**src/rtl/sfq_clocked_gate_n_pkg.sv**
```systemverilog
`default_nettype none
// ============================================================================
// Module      : sfq_clocked_gate_n_pkg
// Description : Shared types, constants and the gate-function evaluator for
//               the clocked SFQ gate family.
// Contents    : sfq_gate_mode_e  - gate function selector (AND/OR/XOR/MAJ)
//               SFQ_MODE_W       - width of the mode selector
//               SFQ_MAX_INPUTS   - widest input vector sfq_gate_eval accepts
//               sfq_gate_eval()  - reduces an eligibility vector to 1 bit
// Revision    : 1.0 - initial release
// ============================================================================
package sfq_clocked_gate_n_pkg;

    localparam int SFQ_MODE_W     = 2;
    localparam int SFQ_MAX_INPUTS = 32;

    typedef enum logic [SFQ_MODE_W-1:0] {
        SFQ_AND = 2'd0,
        SFQ_OR  = 2'd1,
        SFQ_XOR = 2'd2,
        SFQ_MAJ = 2'd3
    } sfq_gate_mode_e;

    // Only the low n bits of vec take part. An empty vector never produces
    // a 1: AND needs at least one set bit because n >= 2, and MAJ needs
    // more than n/2 set bits.
    function automatic logic sfq_gate_eval(
        input sfq_gate_mode_e                mode,
        input logic [SFQ_MAX_INPUTS-1:0]     vec,
        input int unsigned                   n
    );
        int unsigned cnt;
        logic        res;
        cnt = 0;
        for (int unsigned i = 0; i < SFQ_MAX_INPUTS; i++) begin
            if ((i < n) && vec[i]) begin
                cnt = cnt + 1;
            end
        end
        case (mode)
            SFQ_AND: res = (cnt == n) && (n != 0);
            SFQ_OR:  res = (cnt != 0);
            SFQ_XOR: res = (cnt % 2) == 1;
            SFQ_MAJ: res = (cnt > (n / 2));
            default: res = 1'b0;
        endcase
        return res;
    endfunction

endpackage
`default_nettype wire

```
**src/rtl/sfq_clocked_gate_n_if.sv**
```systemverilog
`default_nettype none
// ============================================================================
// Module      : sfq_clocked_gate_n_if
// Description : Bundle between the SFQ stimulus side and a clocked N-input
//               SFQ gate.
// Signals     : sfq_clk    - SFQ clock pulse strobe            (master->slave)
//               in_pulse   - per-channel data pulse strobes     (master->slave)
//               mode       - gate function select               (master->slave)
//               out_pulse  - 1-cycle output pulse               (slave->master)
//               setup_viol - deferred-input strobe              (slave->master)
//               hold_viol  - dropped-arrival strobe             (slave->master)
//               dbl_err    - sticky per-channel double arrival  (slave->master)
//               out_count  - wrapping output pulse count        (slave->master)
// Revision    : 1.0 - initial release
// ============================================================================
interface sfq_clocked_gate_n_if #(
    parameter int N_INPUTS = 3,
    parameter int CNT_W    = 16
);
    import sfq_clocked_gate_n_pkg::*;

    logic                   sfq_clk;
    logic [N_INPUTS-1:0]    in_pulse;
    logic [SFQ_MODE_W-1:0]  mode;
    logic                   out_pulse;
    logic                   setup_viol;
    logic                   hold_viol;
    logic [N_INPUTS-1:0]    dbl_err;
    logic [CNT_W-1:0]       out_count;

    modport master (
        output sfq_clk, in_pulse, mode,
        input  out_pulse, setup_viol, hold_viol, dbl_err, out_count
    );

    modport slave (
        input  sfq_clk, in_pulse, mode,
        output out_pulse, setup_viol, hold_viol, dbl_err, out_count
    );

endinterface
`default_nettype wire

```
**src/rtl/sfq_clocked_gate_n_pulse_delay.sv**
```systemverilog
`default_nettype none
// ============================================================================
// Module      : sfq_pulse_delay
// Description : Fixed-depth shift line for 1-cycle pulse strobes. Every pulse
//               on in_i reappears on out_o exactly DEPTH cycles later, so
//               back-to-back pulses travel independently. DEPTH = 0 is a
//               straight wire. Reset empties the line.
// Ports       : clk   - clock
//               rst   - asynchronous active-high clear
//               in_i  - pulse in
//               out_o - pulse out, DEPTH cycles later
// Revision    : 1.0 - initial release
// ============================================================================
module sfq_pulse_delay #(
    parameter int DEPTH = 1
) (
    input  logic clk,
    input  logic rst,
    input  logic in_i,
    output logic out_o
);

    generate
        if (DEPTH == 0) begin : g_bypass
            assign out_o = in_i;
        end else begin : g_line
            logic [DEPTH-1:0] line_q;
            logic [DEPTH-1:0] line_d;

            always_comb begin
                line_d    = line_q << 1;
                line_d[0] = in_i;
            end

            always_ff @(posedge clk or posedge rst) begin
                if (rst) begin
                    line_q <= '0;
                end else begin
                    line_q <= line_d;
                end
            end

            assign out_o = line_q[DEPTH-1];
        end
    endgenerate

endmodule
`default_nettype wire

```
**src/rtl/sfq_clocked_gate_n.sv**
```systemverilog
`default_nettype none
// ============================================================================
// Module      : sfq_clocked_gate_n
// Description : N-input clocked SFQ gate with a selectable function
//               (AND/OR/XOR/MAJ). It latches data fluxons and ages them. On
//               every SFQ clock pulse it evaluates the inputs that are old
//               enough and emits an output pulse TGATE cycles later. It
//               flags setup, hold and double-arrival violations and counts
//               output pulses.
// Ports       : clk - simulation clock (1 cycle = 1 ps)
//               rst - asynchronous active-high reset
//               bus - sfq_clocked_gate_n_if.slave (sfq_clk, in_pulse, mode,
//                     out_pulse, setup_viol, hold_viol, dbl_err, out_count)
// Revision    : 1.0 - initial release
// ============================================================================
module sfq_clocked_gate_n
    import sfq_clocked_gate_n_pkg::*;
#(
    parameter int N_INPUTS = 3,
    parameter int TSETUP   = 5,
    parameter int THOLD    = 0,
    parameter int TGATE    = 14,
    parameter int CNT_W    = 16
) (
    input  logic                 clk,
    input  logic                 rst,
    sfq_clocked_gate_n_if.slave  bus
);

    localparam int AGE_W  = (TSETUP < 1) ? 1 : $clog2(TSETUP + 1);
    localparam int HOLD_W = (THOLD  < 1) ? 1 : $clog2(THOLD + 1);

    localparam logic [AGE_W-1:0]  C_AGE_MAX  = AGE_W'(TSETUP);
    localparam logic [HOLD_W-1:0] C_HOLD_MAX = HOLD_W'(THOLD);
    // A fluxon latched in the clock cycle itself is deferred only when a
    // nonzero setup time is required.
    localparam logic              C_DEFER_NEW = (TSETUP > 0);

    // ------------------------------------------------------------------
    // State
    // ------------------------------------------------------------------
    logic [N_INPUTS-1:0] latch_q, latch_d;
    logic [AGE_W-1:0]    age_q [N_INPUTS];
    logic [AGE_W-1:0]    age_d [N_INPUTS];
    logic [HOLD_W-1:0]   hold_q, hold_d;
    logic [N_INPUTS-1:0] dbl_q, dbl_d;
    logic                setup_q, setup_d;
    logic                hviol_q, hviol_d;
    logic                out_q;
    logic [CNT_W-1:0]    cnt_q;

    // ------------------------------------------------------------------
    // Combinational
    // ------------------------------------------------------------------
    logic [HOLD_W-1:0]         hold_now_w;
    logic                      in_hold_w;
    logic [N_INPUTS-1:0]       eligible_w;
    logic [N_INPUTS-1:0]       deferred_w;
    logic [SFQ_MAX_INPUTS-1:0] elig_ext_w;
    logic                      result_w;
    logic                      pre_out_w;

    // The hold counter saturates at THOLD, so "below THOLD" is the same as
    // "not equal to THOLD". The sfq_clk cycle itself reads as 0.
    always_comb begin
        hold_now_w = bus.sfq_clk ? '0 : hold_q;
        in_hold_w  = (hold_now_w != C_HOLD_MAX);
        hold_d     = in_hold_w ? hold_now_w + 1'b1 : hold_now_w;
    end

    // Ages saturate at TSETUP, so the setup test is an equality.
    always_comb begin
        for (int i = 0; i < N_INPUTS; i++) begin
            eligible_w[i] = latch_q[i] && (age_q[i] == C_AGE_MAX);
        end
    end

    always_comb begin
        elig_ext_w                 = '0;
        elig_ext_w[N_INPUTS-1:0]   = eligible_w;
        result_w = bus.sfq_clk &&
                   sfq_gate_eval(sfq_gate_mode_e'(bus.mode), elig_ext_w, N_INPUTS);
    end

    // Per-channel latch/age/double-arrival update. "occupied" is a latch
    // that survives this cycle (not consumed by the current clock pulse).
    // An arrival on a channel being consumed starts a fresh latch for the
    // next window and is not a double arrival.
    always_comb begin
        latch_d    = latch_q;
        dbl_d      = dbl_q;
        deferred_w = '0;
        for (int i = 0; i < N_INPUTS; i++) begin
            logic consume;
            logic occupied;
            logic arrive;
            consume  = bus.sfq_clk && eligible_w[i];
            occupied = latch_q[i] && !consume;
            arrive   = bus.in_pulse[i] && !in_hold_w;

            latch_d[i] = occupied || arrive;
            dbl_d[i]   = dbl_q[i] || (arrive && occupied);

            if (occupied) begin
                age_d[i] = (age_q[i] != C_AGE_MAX) ? age_q[i] + 1'b1 : age_q[i];
            end else begin
                age_d[i] = '0;
            end

            deferred_w[i] = bus.sfq_clk &&
                            ((latch_q[i] && !eligible_w[i]) ||
                             (arrive && !occupied && C_DEFER_NEW));
        end
        setup_d = |deferred_w;
        hviol_d = (|bus.in_pulse) && in_hold_w;
    end

    // ------------------------------------------------------------------
    // Registers
    // ------------------------------------------------------------------
    // Reset leaves the hold counter saturated, so no hold window is open
    // until the first SFQ clock pulse after reset.
    always_ff @(posedge clk or posedge rst) begin
        if (rst) begin
            latch_q <= '0;
            hold_q  <= C_HOLD_MAX;
            dbl_q   <= '0;
            setup_q <= 1'b0;
            hviol_q <= 1'b0;
            for (int i = 0; i < N_INPUTS; i++) begin
                age_q[i] <= '0;
            end
        end else begin
            latch_q <= latch_d;
            hold_q  <= hold_d;
            dbl_q   <= dbl_d;
            setup_q <= setup_d;
            hviol_q <= hviol_d;
            for (int i = 0; i < N_INPUTS; i++) begin
                age_q[i] <= age_d[i];
            end
        end
    end

    // The delay line supplies TGATE-1 stages; the last stage is the output
    // register, so the counter can step in the same cycle out_pulse is high.
    sfq_pulse_delay #(
        .DEPTH (TGATE - 1)
    ) u_delay (
        .clk   (clk),
        .rst   (rst),
        .in_i  (result_w),
        .out_o (pre_out_w)
    );

    always_ff @(posedge clk or posedge rst) begin
        if (rst) begin
            out_q <= 1'b0;
            cnt_q <= '0;
        end else begin
            out_q <= pre_out_w;
            cnt_q <= cnt_q + CNT_W'(pre_out_w);
        end
    end

    assign bus.out_pulse  = out_q;
    assign bus.setup_viol = setup_q;
    assign bus.hold_viol  = hviol_q;
    assign bus.dbl_err    = dbl_q;
    assign bus.out_count  = cnt_q;

endmodule
`default_nettype wire
```
**src/flat_wrapper.sv**
```systemverilog
// flat-port wrapper written by rule: the top's interface ports become plain ports
module sfq_clocked_gate_n_flat import sfq_clocked_gate_n_pkg::*;
#(
    parameter int N_INPUTS = 3,
    parameter int TSETUP   = 5,
    parameter int THOLD    = 0,
    parameter int TGATE    = 14,
    parameter int CNT_W    = 16
)
  (clk, rst, bus_sfq_clk, bus_in_pulse, bus_mode, bus_out_pulse, bus_setup_viol, bus_hold_viol, bus_dbl_err, bus_out_count);
  sfq_clocked_gate_n_if #(.N_INPUTS(N_INPUTS), .CNT_W(CNT_W)) bus_i ();
  input  logic clk;
  input  logic rst;
  input wire logic [$bits(bus_i.sfq_clk)-1:0] bus_sfq_clk;
  input wire logic [$bits(bus_i.in_pulse)-1:0] bus_in_pulse;
  input wire logic [$bits(bus_i.mode)-1:0] bus_mode;
  output wire logic [$bits(bus_i.out_pulse)-1:0] bus_out_pulse;
  output wire logic [$bits(bus_i.setup_viol)-1:0] bus_setup_viol;
  output wire logic [$bits(bus_i.hold_viol)-1:0] bus_hold_viol;
  output wire logic [$bits(bus_i.dbl_err)-1:0] bus_dbl_err;
  output wire logic [$bits(bus_i.out_count)-1:0] bus_out_count;
  assign bus_i.sfq_clk = bus_sfq_clk;
  assign bus_i.in_pulse = bus_in_pulse;
  assign bus_i.mode = bus_mode;
  assign bus_out_pulse = bus_i.out_pulse;
  assign bus_setup_viol = bus_i.setup_viol;
  assign bus_hold_viol = bus_i.hold_viol;
  assign bus_dbl_err = bus_i.dbl_err;
  assign bus_out_count = bus_i.out_count;
  sfq_clocked_gate_n #(.N_INPUTS(N_INPUTS), .TSETUP(TSETUP), .THOLD(THOLD), .TGATE(TGATE), .CNT_W(CNT_W)) u_core (.clk(clk), .rst(rst), .bus(bus_i));
endmodule
```
**config.mk**
```make
export PLATFORM = sky130hd
export DESIGN_NAME = sfq_clocked_gate_n_flat
export DESIGN_NICKNAME = d
export VERILOG_FILES = /design/src/rtl/sfq_clocked_gate_n_pkg.sv /design/src/rtl/sfq_clocked_gate_n_if.sv /design/src/rtl/sfq_clocked_gate_n_pulse_delay.sv /design/src/rtl/sfq_clocked_gate_n.sv /design/src/flat_wrapper.sv
export SDC_FILE = /design/constraint.sdc
export NUM_CORES = 1
export LEC_CHECK = 0
export ABC_AREA = 1
export CORE_MARGIN = 3
export CORE_UTILIZATION = 56
export CTS_CLUSTER_DIAMETER = 30
export DETAILED_ROUTE_END_ITERATION = 8
export PLACE_DENSITY = 0.79
export SYNTH_ARGS = -nofsm -noshare
export SYNTH_HDL_FRONTEND = slang
export SYNTH_SLANG_ARGS = --single-unit
export TNS_END_PERCENT = 1
```
**constraint.sdc**
```tcl
create_clock -name clk -period 3.3 [get_ports clk]
set_input_delay 0.66 -clock clk [delete_from_list [all_inputs] [get_ports clk]]
set_output_delay 0.66 -clock clk [all_outputs]
set_load 0.05 [all_outputs]
```
* Yosys cells after proc, flatten, opt, wreduce, memory -nomap -nowiden *
Cells that the tools add are included.

storage, ports and cells
  flip-flop bits (word level) = 48
  output and inout bits = 22
  logic and storage cells = 93

operators by class
  add/subtract/negate cells = 7
  order comparisons = 1
  equality and inequality tests = 13
  multiplexer cells = 12
  reductions and logical operators = 49

operators by type and width
  operator               count
  $add 32x1->32 const B  2
  $mux 32                2
  $eq 32x2->1 const B    1
  $gt 32x1->1 const B    1
  $reduce_bool 32->1     1
  $logic_and 1x1->1      26
  $mux 3                 6
  $add 16x1->16          1
  $logic_not 1->1        10
  $add 3x1->3 const B    3
  $eq 3x3->1 const B     3
  $logic_or 1x1->1       9
  $ne 3x3->1 const B     3
  $ne 2x2->1 const B     3
  $reduce_or 3->1        2
  $eq 2x2->1 const B     2
  $pmux 1 s4             1
  $mux 1                 3
  $eq 2x1->1 const B     1
  $logic_not 2->1        1
  $add 1x1->1 const B    1

* Depth between registers and ports, before layout *
Gate-level depths: netlist of the first run.

  depth after elaboration = 10
  gate-level depth with buffers = 11

* Hierarchy *
From an unflattened synthesis of the first run, not the netlist that was laid out.

unflattened totals
  cell total of the unflattened synthesis = 177
  area, all modules = 1911.8 um2

by module, submodules not included
  module              instances  cells each  area each (um2)
  sfq_clocked_gate_n  1          163         1582.8
  sfq_pulse_delay     1          14          329.1

* Worst setup path before layout of the first run *
OpenSTA, ideal clock, no wires.

  path type = register to register
  start = reg u_core.cnt_q[0] (netlist: u_core.bus.out_count[0])
  end = reg u_core.cnt_q[10] (netlist: u_core.bus.out_count[10])
  arrival time = 1.739 ns
  setup slack = 1.419 ns
  cell stages (with the launch flop) = 9
  buffers on the path = 0
  period minus slack after synthesis = 1.881 ns
  path through = dfrtp_1 ha_1 ha_1 nand2_2 nor2_4 nand3_2 nor2_2 nand3b_1 xnor2_1

on the way
  word-level cells in the longest chain between the ends = 1

ends and longest elaborated chain
  item                    RTL line                   source
  start, declared         sfq_clocked_gate_n.sv:50   logic [CNT_W-1:0] cnt_q;
  start signal, assigned  sfq_clocked_gate_n.sv:162  cnt_q <= cnt_q + CNT_W'(pre_out_w);
  $add 16x1->16           sfq_clocked_gate_n.sv:162

Every way passes these cells.
A chain may end at the register's enable or synchronous reset.

* Final worst setup path of the first run *
  start = reg u_core.cnt_q[5] (netlist: u_core.bus.out_count[5])
  end = out bus_out_count[5]

RTL lines
  item           RTL line            source
  end, declared  flat_wrapper.sv:21  output wire logic [$bits(bus_i.out_count)-1:0] bus_out_count;

No word-level cell between the ends.

==> reports/summary.md, run 1 <==
The flow ran to the end, and the final reports show no timing, DRC or antenna violations. Prior to clock tree synthesis, the placed netlist has a worst setup slack of 1.36 ns. Each instance of the synthesized netlist takes up on average 11.2 sq um.

At the worst endpoint, the arrival time is 1.66 ns. Once routing completed, OpenROAD measured the worst setup slack at 0.984 ns. At the end of routability-driven placement, the weighted congestion stood at 0.822. The signal on the critical path passes through clkdlybuf4s50_1. The run gives 0 as the number of antenna-violating nets in the routed design.

For this design the static power due to leakage is 1.15 nW. The number of hold buffers added after CTS was 0. For the pin with the worst max-slew slack, the measured transition is 0.556 ns.

Pin placement for this block handled 30 I/O pins. The width of the die was 64.7 microns. The worst setup slack for register-to-register paths was 1.71 ns; the total clock buffers created by CTS was 5.

The path type of the worst setup path is reg2out. For the via count of the first global-routing pass, the log shows 1365. The final total negative setup slack was 0 ns; the count of standard-cell rows was 20. Setup repair after global routing left no endpoint under its margin. The worst setup path is captured at an output pin. The number of fill cells in the layout is 237. TritonCTS built the clock tree.

The logs give 0.000450 V for the maximum vdd ir drop and 2480 microns for the estimated wirelength of the detail-placed design. The tools report the worst-case hold path end point as u_core.u_delay.g_line.line_q[4]$_DFF_PP0_. The die covers 4190 sq um.

Between clock sinks in the finished design, the worst skew comes to 0.0107 ns. The tools report the global route total overflow as 0. The run gives 1316 as the via total after detailed routing.

The quantity of I/O buffers inserted on ports is 28. The tools report the launch instance of the worst min-delay path as u_core.u_delay.g_line.line_q[3]$_DFF_PP0_. The largest stage delay on the critical path came out at 0.84 ns. Post-synthesis net count: 189. The final-report max-slew violation count is 0. The die is 64.7 microns tall. The tools report the sum of routed wire length over all layers as 3280 microns.

Across the run, the number of max-cap violations was 0. Before antenna repair, the detailed router went through 4 iterations. The layout-stage area growth over the synthesis result is 22.9%, and the per-cell routed wire length is 13.0 microns.

The final count of hold timing violations is 0, and the post-cts resize count is 0. The number of antenna violations at the first check in global routing is 0. Of the cells placed in the final design, the portion with a size suffix greater than 1 is 13.9%. Yosys printed 0 warnings. After clock tree synthesis, the clock-pin slew on the worst setup and hold paths is 0.13 ns.

The tools report the worst setup path startpoint as u_core.bus.out_count[5]$_DFF_PP0_. The share of the clock period used by the worst path after layout is 70.2%, and the number of buffer and inverter instances along the worst setup path is 1. In the routed layout, each cell is associated on average with a via count of 5.20. Counting cells, the worst reg-to-reg path comes to 8.

The tools report the post-CTS repair timing setup buffer count as 0. The tools report the kind of start point of the critical path as a flop. Counting distinct cell types in the post-synthesis netlist gives 26. The cell type contributing the most total cell area after synthesis was dfrtp_1. The number of design-rule violations left by the first detailed-router iteration is 39, and the time the worst path needs with I/O delays and setup is 2.32 ns. The synthesized design contains 46 register bits.

The sequential share of the synthesized area was 59.7%. Residual DRC count: 0. In this run the worst hold path is classified as reg2reg. The tools report the required time of the worst setup path as 2.64 ns.

The buffer levels on the longest clock path was 2. The top cell type's share of synthesized area is 59.7%. The number of antenna diodes in the final layout is 0.

Measured against its own limit, the worst slew margin works out to 62.9%. After technology mapping, the gate count stands at 173. The most used flip-flop cell after synthesis is dfrtp_1. At the end of the flow, the number of nets in the layout was 224. The clock reaches the later pin of the worst-skew pair after 0.35 ns.

Entering global routing, the biggest net connects 47 pins. After synthesis, the share of flip-flops with an asynchronous set or reset is 100%. Global routing used 18.4% of the available tracks across all layers. In this run the power density over the cells is 739 nW/um^2.

After synthesis the cells add up to 1930 sq um. Setup violations remaining at the end of the flow were counted as 0. The cell sitting at the root of the clock tree is a clkbuf_4.

The family of cells with the greatest summed delay on the critical path was buffers and inverters. By area the synthesized netlist is led by dfrtp_1 60%, nand2_1 6.0%, ha_1 5.2%, xor2_1 3.6%, xnor2_1 3.2%. CTS built an H-tree with a depth of 2. Highest net fanout along the worst path: 5.

The cell count of the worst hold path was 0. The core region is 3180 sq um. The first global-routing pass estimated 5950 microns of wire.

Cell with the largest stage delay on the worst path: clkdlybuf4s50_1. Initial core utilization: 60.7%. The tools report the origin of the critical flop-to-flop path as u_core.bus.out_count[0]$_DFF_PP0_. The number of synthesized flops with an enable pin is 0. CTS saw 46 sinks. Derived from the worst setup path, the maximum achievable clock frequency is 432 MHz. The endpoint of the lowest-slack register-to-register path is u_core.bus.out_count[10]$_DFF_PP0_.
[stage by stage]
step | cell area (sq um) | hold slack [ns] | power, W | cells | util [%]
6_report | 2370 | 0.367 | 0.00175 | 253 | 74.6
5_1_grt | 2370 | 0.381 | 0.00187 | 253 | 74.6
4_1_cts | 2370 | 0.366 | 0.00176 | 253 | 74.6
3_5_place_dp | 2260 | 0.339 | 0.00134 | 245 | 71.3
3_3_place_gp | 2260 | 0.335 | 0.00130 | 245 | 71.3
2_1_floorplan | 1930 | 0.331 | 0.00118 | 173 | -
[registers in the layout, summed over array words and instances, names as in the netlist]
name and flops:
u_core.u_delay.g_line.line_q 13, u_core.age_q 9, u_core.bus.out_pulse 1, u_core.bus.setup_viol 1, u_core.bus.out_count 16, u_core.latch_q 3
u_core.bus.dbl_err 3
[synthesized netlist by cell type (4+ instances only)]
cell type  instances
nand2_1           31
nand3_1           10
xor2_1             8
o21ai_0            8
inv_1             15
nand2_2            4
nor2_2             5
dfrtp_1           46
xnor2_1            7
ha_1               8
[power by group]
| part | internal (W) | total (W) | switching, W |
|---|---|---|---|
| combinational | 0.000202 | 0.000547 | 0.000345 |
| sequential | 0.000693 | 0.000790 | 0.0000966 |
| clock | 0.000237 | 0.000415 | 0.000178 |
| total | 0.00113 | 0.00175 | 0.000619 |
[logic make-up after synthesis]
family          share of synthesized area [%]
other cells                             0.194
compound gates                           5.06
flops                                    59.7
simple gates                             19.2
xor+xnor                                 6.81
buf+inv                                  3.89
fa+ha+maj                                5.19
[final cells by class]
| class | instances | area (sq um) | area share (%) |
|---|---|---|---|
| Tap cell | 44 | 55.1 | 2.32 |
| Timing Repair Buffer | 29 | 288 | 12.1 |
| Multi-Input combinational cell | 108 | 703 | 29.7 |
| Sequential cell | 46 | 1150 | 48.5 |
| Clock inverter | 3 | 68.8 | 2.90 |
| Clock buffer | 5 | 37.5 | 1.58 |
| Inverter | 18 | 67.6 | 2.85 |
[worst max path at each step]
stage	endpoint	slack [ns]	depth (start not counted)
after floorplan	u_core.bus.out_count[10]$_DFF_PP0_	1.42	8
after detailed placement	bus_out_count[5]	1.36	1
after CTS	bus_out_count[5]	0.96	1
final	bus_out_count[5]	0.98	1
after global routing	bus_out_count[5]	0.90	1
after global placement	bus_out_count[5]	1.40	1
[per-layer routing]
metal | routed length, microns | track usage [%]
met1 | 1330 | 21.3
met2 | 1740 | 33.5
met3 | 169 | 4.16
met4 | 44 | 5.80
met5 | 0 | 0
[placed cells by master, fill, tap and decap left out]
cell type        synthesis  routed
dfrtp_1                 46      46
nand2_1                 31      31
clkdlybuf4s50_1          0      28
inv_1                   15      15
nand3_1                 10      10
o21ai_0                  8       8
xor2_1                   8       8
ha_1                     8       8
xnor2_1                  7       7
nor2_2                   5       5
clkbuf_4                 0       5
nand2_2                  4       4
inv_2                    3       3
nand3_2                  3       3
nor2_1                   3       3
nand3b_1                 3       3
o21bai_1                 3       3
o22ai_1                  3       3
nor2_4                   2       2
nor3_4                   2       2
a21oi_1                  2       2
bufinv_16                0       2
nor3_2                   1       1
nand4_1                  1       1
and3_1                   1       1
nor4_1                   1       1
a31oi_1                  1       1
conb_1                   1       1
clkinv_4                 0       1
buf_4                    1       1
No activity file was read; power rests on OpenSTA's default activity.
==> run 2: changes to the inputs <==
- CORE_UTILIZATION: 56 -> 52
- PLACE_DENSITY: 0.79 -> 0.74
- clock period: 3.3 -> 2.2 ns (I/O delays scaled with it)
==> run 2 against run 1 <==
- non-clock buffer count stayed put
- register-to-register slack worse by 1.1 ns
- global-route usage shrank 0.45 points
- combinational power grew 50%
- setup slack worse by 0.81 ns
- critical path depth unchanged
- die area grew 7.0%
- total power grew 50%
- sequential power up 51%
- first-iteration DRC count increased by 49%
==> reports/summary.md, run 2 (synthesis results as in run 1) <==
The internal power contribution is 0.00169 W (was 0.00113 W). The tools report the required time of the worst setup path as 1.76 ns (was 2.64 ns). The final total negative setup slack came out at 0 ns (unchanged). For the register share of total power, the log shows 45.1% (about the same). For the wire length of the first global-routing pass, the log shows 5870 microns (was 5950 microns).

The number of flip-flops under the largest register name works out to 16 (unchanged). The full die area is 4480 sq um (was 4190 sq um), and the initial core utilization is 56.1% (was 60.7%). The family of cells with the greatest summed delay on the critical path is buffers and inverters (unchanged). For the total number of nets in the final design, the log shows 224 (unchanged). The logs give 58 (was 39) for the number of design-rule violations left by the first detailed-router iteration and 0.000946 W (was 0.000619 W) for the net switching component of the power. The run gives 0 (unchanged) as the number of antenna-violating nets in the routed design. The tools report the launch instance of the worst min-delay path as u_core.u_delay.g_line.line_q[1]$_DFF_PP0_ (was u_core.u_delay.g_line.line_q[3]$_DFF_PP0_).

Setup repair after global routing left no endpoint under its margin. Dividing the final minimum period by the clock period gives 92.3%. Slew at the pin closest to its max-slew limit: 0.520 ns (was 0.556 ns). The buffer levels on the longest clock path is 2 (unchanged), and the final instance count without filler cells is 255 (was 253). Total clock buffers created by CTS: 5 (unchanged).

The largest stage delay on the critical path works out to 0.84 ns (about the same). The logs give 31.2% (about the same) for the combinational cell fraction of total power and 0.491 ns (was 1.36 ns) for the setup slack at placement. The number of levels the H-tree was split into came out at 2 (unchanged).

The area taken by multi-input logic gates was 703 sq um (unchanged); the number of optimization iterations in the first detailed-route pass was 4 (unchanged). The worst setup path startpoint was u_core.bus.out_count[5]$_DFF_PP0_ (unchanged). For the total placed cells including tap cells, the log shows 247 (was 245).

The path type of the worst setup path is reg2out (unchanged). Layout-stage area growth over the synthesis result: 24.1% (was 22.9%). The root cell of the clock tree was clkbuf_8 (was clkbuf_4). The worst reg-to-reg path cell count works out to 11 (was 8). Height of the die: 66.9 microns (was 64.7 microns). The tools report the placeable core area as 3440 sq um (was 3180 sq um). The run finished with clean final reports. The tools report the kind of start point of the critical path as a flop (unchanged).

The run gives 0 (unchanged) as the final count of hold timing violations. The tools report the global route total overflow as 0 (unchanged). Most used cells in the layout excluding fill and tap cells: 46 x dfrtp_1, 31 x nand2_1, 28 x clkdlybuf4s50_1 (unchanged). The quantity of I/O buffers inserted on ports is 28 (unchanged), and the number of max-cap violations is 0 (unchanged).

The highest net fanout along the worst path works out to 5 (unchanged). The logs give 65.2% (was 62.9%) for the relative max-transition margin and 0 (unchanged) for the post-cts resize count. The share of total power consumed by net switching is 35.9% (was 35.3%). The final hold slack is 0.355 ns (was 0.367 ns), and the count of hold-fix buffers inserted at cts is 0 (unchanged). The tools report the endpoint of the lowest-slack register-to-register path as u_core.u_delay.g_line.line_q[0]$_DFF_PP0_ (was u_core.bus.out_count[10]$_DFF_PP0_).

The tools report the origin of the critical flop-to-flop path as u_core.age_q[4]$_DFFE_PP0P_ (was u_core.bus.out_count[0]$_DFF_PP0_). The width of the die works out to 66.9 microns (was 64.7 microns). The logs give 3380 microns (was 3280 microns) for the sum of routed wire length over all layers and 0 (unchanged) for the post-CTS repair timing setup buffer count. The most common cell after layout, fill and taps aside was dfrtp_1 (unchanged). TritonCTS built the clock tree.

The share of layout cells above drive strength 1 was 13.9% (unchanged). The run gives 0.170 ns (was 0.984 ns) as the minimum setup slack in the final design. The cell with the largest stage delay on the worst path was clkdlybuf4s50_1 (unchanged). Maximum vdd ir drop: 0.000548 V (was 0.000450 V). Category of the worst setup path capture point: an output pin (unchanged).

The estimated wirelength of the detail-placed design is 2500 microns (was 2480 microns), and the time the worst path needs with I/O delays and setup is 2.03 ns. The count of standard-cell rows is 21 (was 20), and the number of buffer and inverter instances along the worst setup path is 1 (unchanged). The detailed-route vias per instance was 5.10 (was 5.20). The highest clock rate was 493 MHz. The cell count of the worst hold path is 0 (unchanged), and the power density normalized to cell area is 1100 nW/um^2 (was 739 nW/um^2). For the flip-flop and latch area, the log shows 1150 sq um (unchanged).

The number of fill cells in the layout is 268 (was 237). The run gives 0 (unchanged) as the count of antenna diodes in the layout. The tools report the endpoint arrival time on the critical path as 1.59 ns (was 1.66 ns). The logs give 0 (unchanged) for the final-report setup violation count and 1.15 nW (about the same) for the static leakage. The residual DRC count is 0 (unchanged). The I/O pin count is 30 (unchanged).

Fraction of power consumed by the clock network: 23.6% (was 23.7%). The clock-pin slew on the worst setup and hold paths was 0.08 ns (was 0.13 ns); the per-cell routed wire length was 13.3 microns (was 13.0 microns). The number of antenna violations at the first check in global routing came out at 0 (unchanged). Worst-case hold path end point: u_core.u_delay.g_line.line_q[2]$_DFF_PP0_ (was u_core.u_delay.g_line.line_q[4]$_DFF_PP0_). The final-report max-slew violation count is 0 (unchanged), and the count of clock tree sinks is 46 (unchanged). The run gives 1300 (was 1316) as the via total after detailed routing. The via count of the first global-routing pass is 1340 (was 1365).

For the weighted congestion reported at the end of routability-driven placement, the log shows 0.784 (was 0.822). The all-layer global routing usage is 17.9% (was 18.4%). The insertion delay to the later sink of the worst-skew pair was 0.30 ns (was 0.35 ns). CP Cell Sequence: clkdlybuf4s50_1 (unchanged). Largest clock skew in the final design: 0.00353 ns (was 0.0107 ns). The kind of path behind the tightest hold check is reg2reg (unchanged).

The run gives 47 (unchanged) as the pin count of the biggest net entering global routing. The run gives 0.62 ns (was 1.71 ns) as the worst setup slack for register-to-register paths.
run 2: cell type report:
class / instances / area share, %
clock buffers: 5 / 2.88
clock inverters: 3 / 1.88
inverters: 18 / 2.82
multi-input cells: 108 / 29.4
flip-flops and latches: 46 / 48.1
well taps: 46 / 2.40
repair buffers: 29 / 12.5
run 2: power by group through the flow:
stage / Combinational (W) / Clock, W / Sequential [W]
2_1_floorplan: 0.000439 / 0 / 0.00133
3_3_place_gp: 0.000769 / 0 / 0.00118
3_5_place_dp: 0.000827 / 0 / 0.00120
4_1_cts: 0.000831 / 0.000644 / 0.00119
5_1_grt: 0.000910 / 0.000682 / 0.00121
6_report: 0.000822 / 0.000622 / 0.00119
run 2: metrics by stage:
stage | util, % | total power (W) | instance area, sq um
2_1_floorplan | - | 0.00177 | 1930
3_3_place_gp | 66.2 | 0.00195 | 2280
3_5_place_dp | 66.2 | 0.00203 | 2280
4_1_cts | 69.5 | 0.00267 | 2390
5_1_grt | 69.5 | 0.00280 | 2390
6_report | 69.5 | 0.00263 | 2390
run 2: worst max-delay path by stage:
stage          cells after the start  slack (ns)                                 end
2_1_floorplan                      8        0.32  u_core.bus.out_count[10]$_DFF_PP0_
3_3_place_gp                       1        0.52                    bus_out_count[5]
3_5_place_dp                       1        0.49                    bus_out_count[5]
4_1_cts                            1        0.15                    bus_out_count[5]
5_1_grt                            1        0.09                    bus_out_count[5]
6_report                           1        0.17                    bus_out_count[5]
run 2: layer usage:
layer | track usage (%) | share of wire, % | wire, microns | vias up
met4 | 7.85 | 1.7 | 57 | 0
li1 | - | - | - | 626
met5 | 0 | 0 | 0 | -
met2 | 31.1 | 52 | 1740 | 29
met1 | 20.6 | 42 | 1420 | 638
met3 | 4.72 | 4.5 | 153 | 7
==> run 3: changes to the inputs <==
- CORE_MARGIN: 3 -> not set
- CORE_UTILIZATION: 52 -> 47
- PLACE_DENSITY: 0.74 -> 0.7
- clock period: 2.2 -> 1.8 ns (I/O delays scaled with it)
==> run 3 against run 2 <==
- non-clock buffer count is the same
- via count shrank 2.6%
- clock power grew 5.0%
- die area shrank 2.5%
- first-iteration DRC count shrank 10%
==> reports/summary.md, run 3 (synthesis results as in run 1) <==
The insertion delay to the later sink of the worst-skew pair was 0.30 ns (about the same). The clock-pin slew on the worst setup and hold paths came out at 0.09 ns (was 0.08 ns). The via total after detailed routing is 1266 (was 1300), and the net switching component of the power is 0.00116 W (was 0.000946 W). TritonCTS built the clock tree. The register share of total power was 47.2% (was 45.1%); the wire length of the first global-routing pass was 5600 microns (was 5870 microns).

Share of total power consumed by net switching: 37.9% (was 35.9%). The quantity of I/O buffers inserted on ports came out at 28 (unchanged). For the number of fill cells in the layout, the log shows 318 (was 268).

The flow ran to the end, and the final reports show no timing, DRC or antenna violations. The run gives 2 (unchanged) as the buffer levels on the longest clock path. Maximum vdd ir drop: 0.000687 V (was 0.000548 V). The tools report the final standard cell area without fillers as 2320 sq um (was 2390 sq um). Root cell of the clock tree: clkbuf_8 (unchanged). Flip-flop and latch area: 1150 sq um (about the same).

The cell area reported after detailed placement was 2230 sq um (was 2280 sq um). The number of max-cap violations is 0 (unchanged). The tools report the area taken by multi-input logic gates as 703 sq um (unchanged).

Setup repair after global routing left no endpoint under its margin. The required time of the worst setup path was 2.00 ns (was 1.76 ns). The count of hold-fix buffers inserted at cts came out at 0 (unchanged). The run gives 0.225 ns (was 0.491 ns) as the setup slack at placement. The run gives 1.77 ns (was 1.59 ns) as the endpoint arrival time on the critical path. The total placed cells including tap cells is 249 (was 247), and the number of antenna violations at the first check in global routing is 0 (unchanged). The share of layout cells above drive strength 1 works out to 24.4% (was 13.9%). Kind of path behind the tightest hold check: in2async (was reg2reg).

The full die area is 4370 sq um (was 4480 sq um). The layout-stage area growth over the synthesis result was 20.5% (was 24.1%). Kind of start point of the critical path: a flop (unchanged). The final instance count without filler cells is 257 (was 255), and the via count of the first global-routing pass is 1259 (was 1340). The static leakage was 1.17 nW (was 1.15 nW). The run gives 0.00740 ns (was 0.00353 ns) as the largest clock skew in the final design. Most used cells in the layout excluding fill and tap cells: 45 x dfrtp_1, 31 x nand2_1, 21 x buf_4 (was 46 x dfrtp_1, 31 x nand2_1, 28 x clkdlybuf4s50_1). The logs give 30 (unchanged) for the I/O pin count and 0 (unchanged) for the final-report setup violation count.

The sum of routed wire length over all layers came out at 3220 microns (was 3380 microns). The time the worst path needs with I/O delays and setup came out at 1.57 ns. Path type of the worst setup path: reg2reg (was reg2out). The final count of hold timing violations was 0 (unchanged). The estimated wirelength of the detail-placed design came out at 2350 microns (was 2500 microns). The minimum setup slack in the final design was 0.228 ns (was 0.170 ns); the pin count of the biggest net entering global routing was 37 (was 47).

The worst path uses 87.3% of the clock period. The residual DRC count was 0 (unchanged); the detailed-route vias per instance was 4.93 (was 5.10). The highest net fanout along the worst path came out at 3 (was 5). The per-cell routed wire length is 12.5 microns (was 13.3 microns), and the internal power contribution is 0.00191 W (was 0.00169 W). The all-layer global routing usage is 17.6% (was 17.9%), and the number of design-rule violations left by the first detailed-router iteration is 52 (was 58). The number of levels the H-tree was split into was 2 (unchanged); the number of flip-flops under the largest register name was 16 (unchanged).

The power density normalized to cell area is 1320 nW/um^2 (was 1100 nW/um^2). The most common cell after layout, fill and taps aside is dfrtp_1 (unchanged). The post-CTS repair timing setup buffer count came out at 0 (unchanged).

The count of clock tree sinks is 46 (unchanged). The combinational cell fraction of total power is 31.5% (was 31.2%). The highest clock rate was 636 MHz. Final-report max-slew violation count: 0 (unchanged). The width of the die is 66.1 microns (was 66.9 microns).

The count of standard-cell rows was 22 (was 21). The total clock buffers created by CTS was 5 (unchanged); the post-cts resize count was 0 (unchanged). The fraction of power consumed by the clock network is 21.3% (was 23.6%). The height of the die is 66.1 microns (was 66.9 microns), and the number of optimization iterations in the first detailed-route pass is 4 (unchanged). The final hold slack was 0.301 ns (was 0.355 ns). The category of the worst setup path capture point was a flop (was an output pin).

The total number of nets in the final design is 224 (unchanged), and the number of antenna-violating nets in the routed design is 0 (unchanged). The run gives 0 ns (unchanged) as the final total negative setup slack. The global route total overflow is 0 (unchanged), and the initial core utilization is 50.8% (was 56.1%). The placeable core area was 3800 sq um (was 3440 sq um).

The weighted congestion reported at the end of routability-driven placement came out at 0.808 (was 0.784). The run gives 0 (unchanged) as the count of antenna diodes in the layout.
run 3: changes by cell type in the layout (fill, tap and decap cells not counted):
| cell | before | now |
|---|---|---|
| dfrtp_1 | 46 | 45 |
| clkinvlp_4 | 2 | 1 |
| clkinv_4 | 0 | 1 |
| clkdlybuf4s50_1 | 28 | 7 |
| bufinv_16 | 1 | 0 |
| dfrtp_2 | 0 | 1 |
| buf_4 | 0 | 21 |
| inv_6 | 0 | 1 |
run 3: worst paths after layout:
check | start | endpoint | slack, ns | cells past startpoint
setup / recovery | u_core.bus.out_count[0]$_DFF_PP0_ | u_core.bus.out_count[14]$_DFF_PP0_ | 0.23 | 9
hold / removal | rst | u_core.bus.out_count[5]$_DFF_PP0_ | 0.30 | 2
setup reg to reg | u_core.bus.out_count[0]$_DFF_PP0_ | u_core.bus.out_count[14]$_DFF_PP0_ | 0.23 | 9
hold reg to reg | u_core.u_delay.g_line.line_q[1]$_DFF_PP0_ | u_core.u_delay.g_line.line_q[2]$_DFF_PP0_ | 0.35 | 0
max in group asynchronous | rst | u_core.bus.out_count[0]$_DFF_PP0_ | 1.01 | 3
min in group clk | u_core.u_delay.g_line.line_q[1]$_DFF_PP0_ | u_core.u_delay.g_line.line_q[2]$_DFF_PP0_ | 0.35 | 0
run 3: power by group through the flow:
stage	sequential [W]	clock, W	combinational [W]
2_1_floorplan	0.00163	0	0.000537
3_3_place_gp	0.00145	0	0.000923
3_5_place_dp	0.00147	0	0.000976
4_1_cts	0.00145	0.000673	0.000976
5_1_grt	0.00148	0.000710	0.00108
6_report	0.00145	0.000653	0.000966
run 3: cell type report:
cell class,instances,share of cell area (%)
clock buffers,5,2.96
clock inverters,3,1.08
inverters,18,2.91
multi-input cells,108,30.2
flip-flops and latches,46,49.6
well taps,48,2.58
repair buffers,29,10.7
run 3: routing by layer:
metal	track usage (%)	vias to the layer above	share of wire, %
met2	27.2	29	48
met4	9.57	0	1.6
li1	-	623	-
met1	22.7	609	46
met3	4.14	5	4.3
met5	0	-	0
run 3: through the flow:
step,utilization (%),power [W]
4_1_cts,61.2,0.00310
5_1_grt,61.2,0.00327
3_5_place_dp,58.7,0.00245
3_3_place_gp,58.7,0.00238
6_report,61.2,0.00307
2_1_floorplan,-,0.00217
run 3: critical path: stages (launching register included):
cell and delay (ns):
dfrtp_2 0.37, ha_1 0.18, ha_1 0.21, nand2_2 0.08, nor2_4 0.10, nand3_2 0.13, nor3_4 0.20, nand2_1 0.08
nand2_1 0.07, nand2_1 0.05
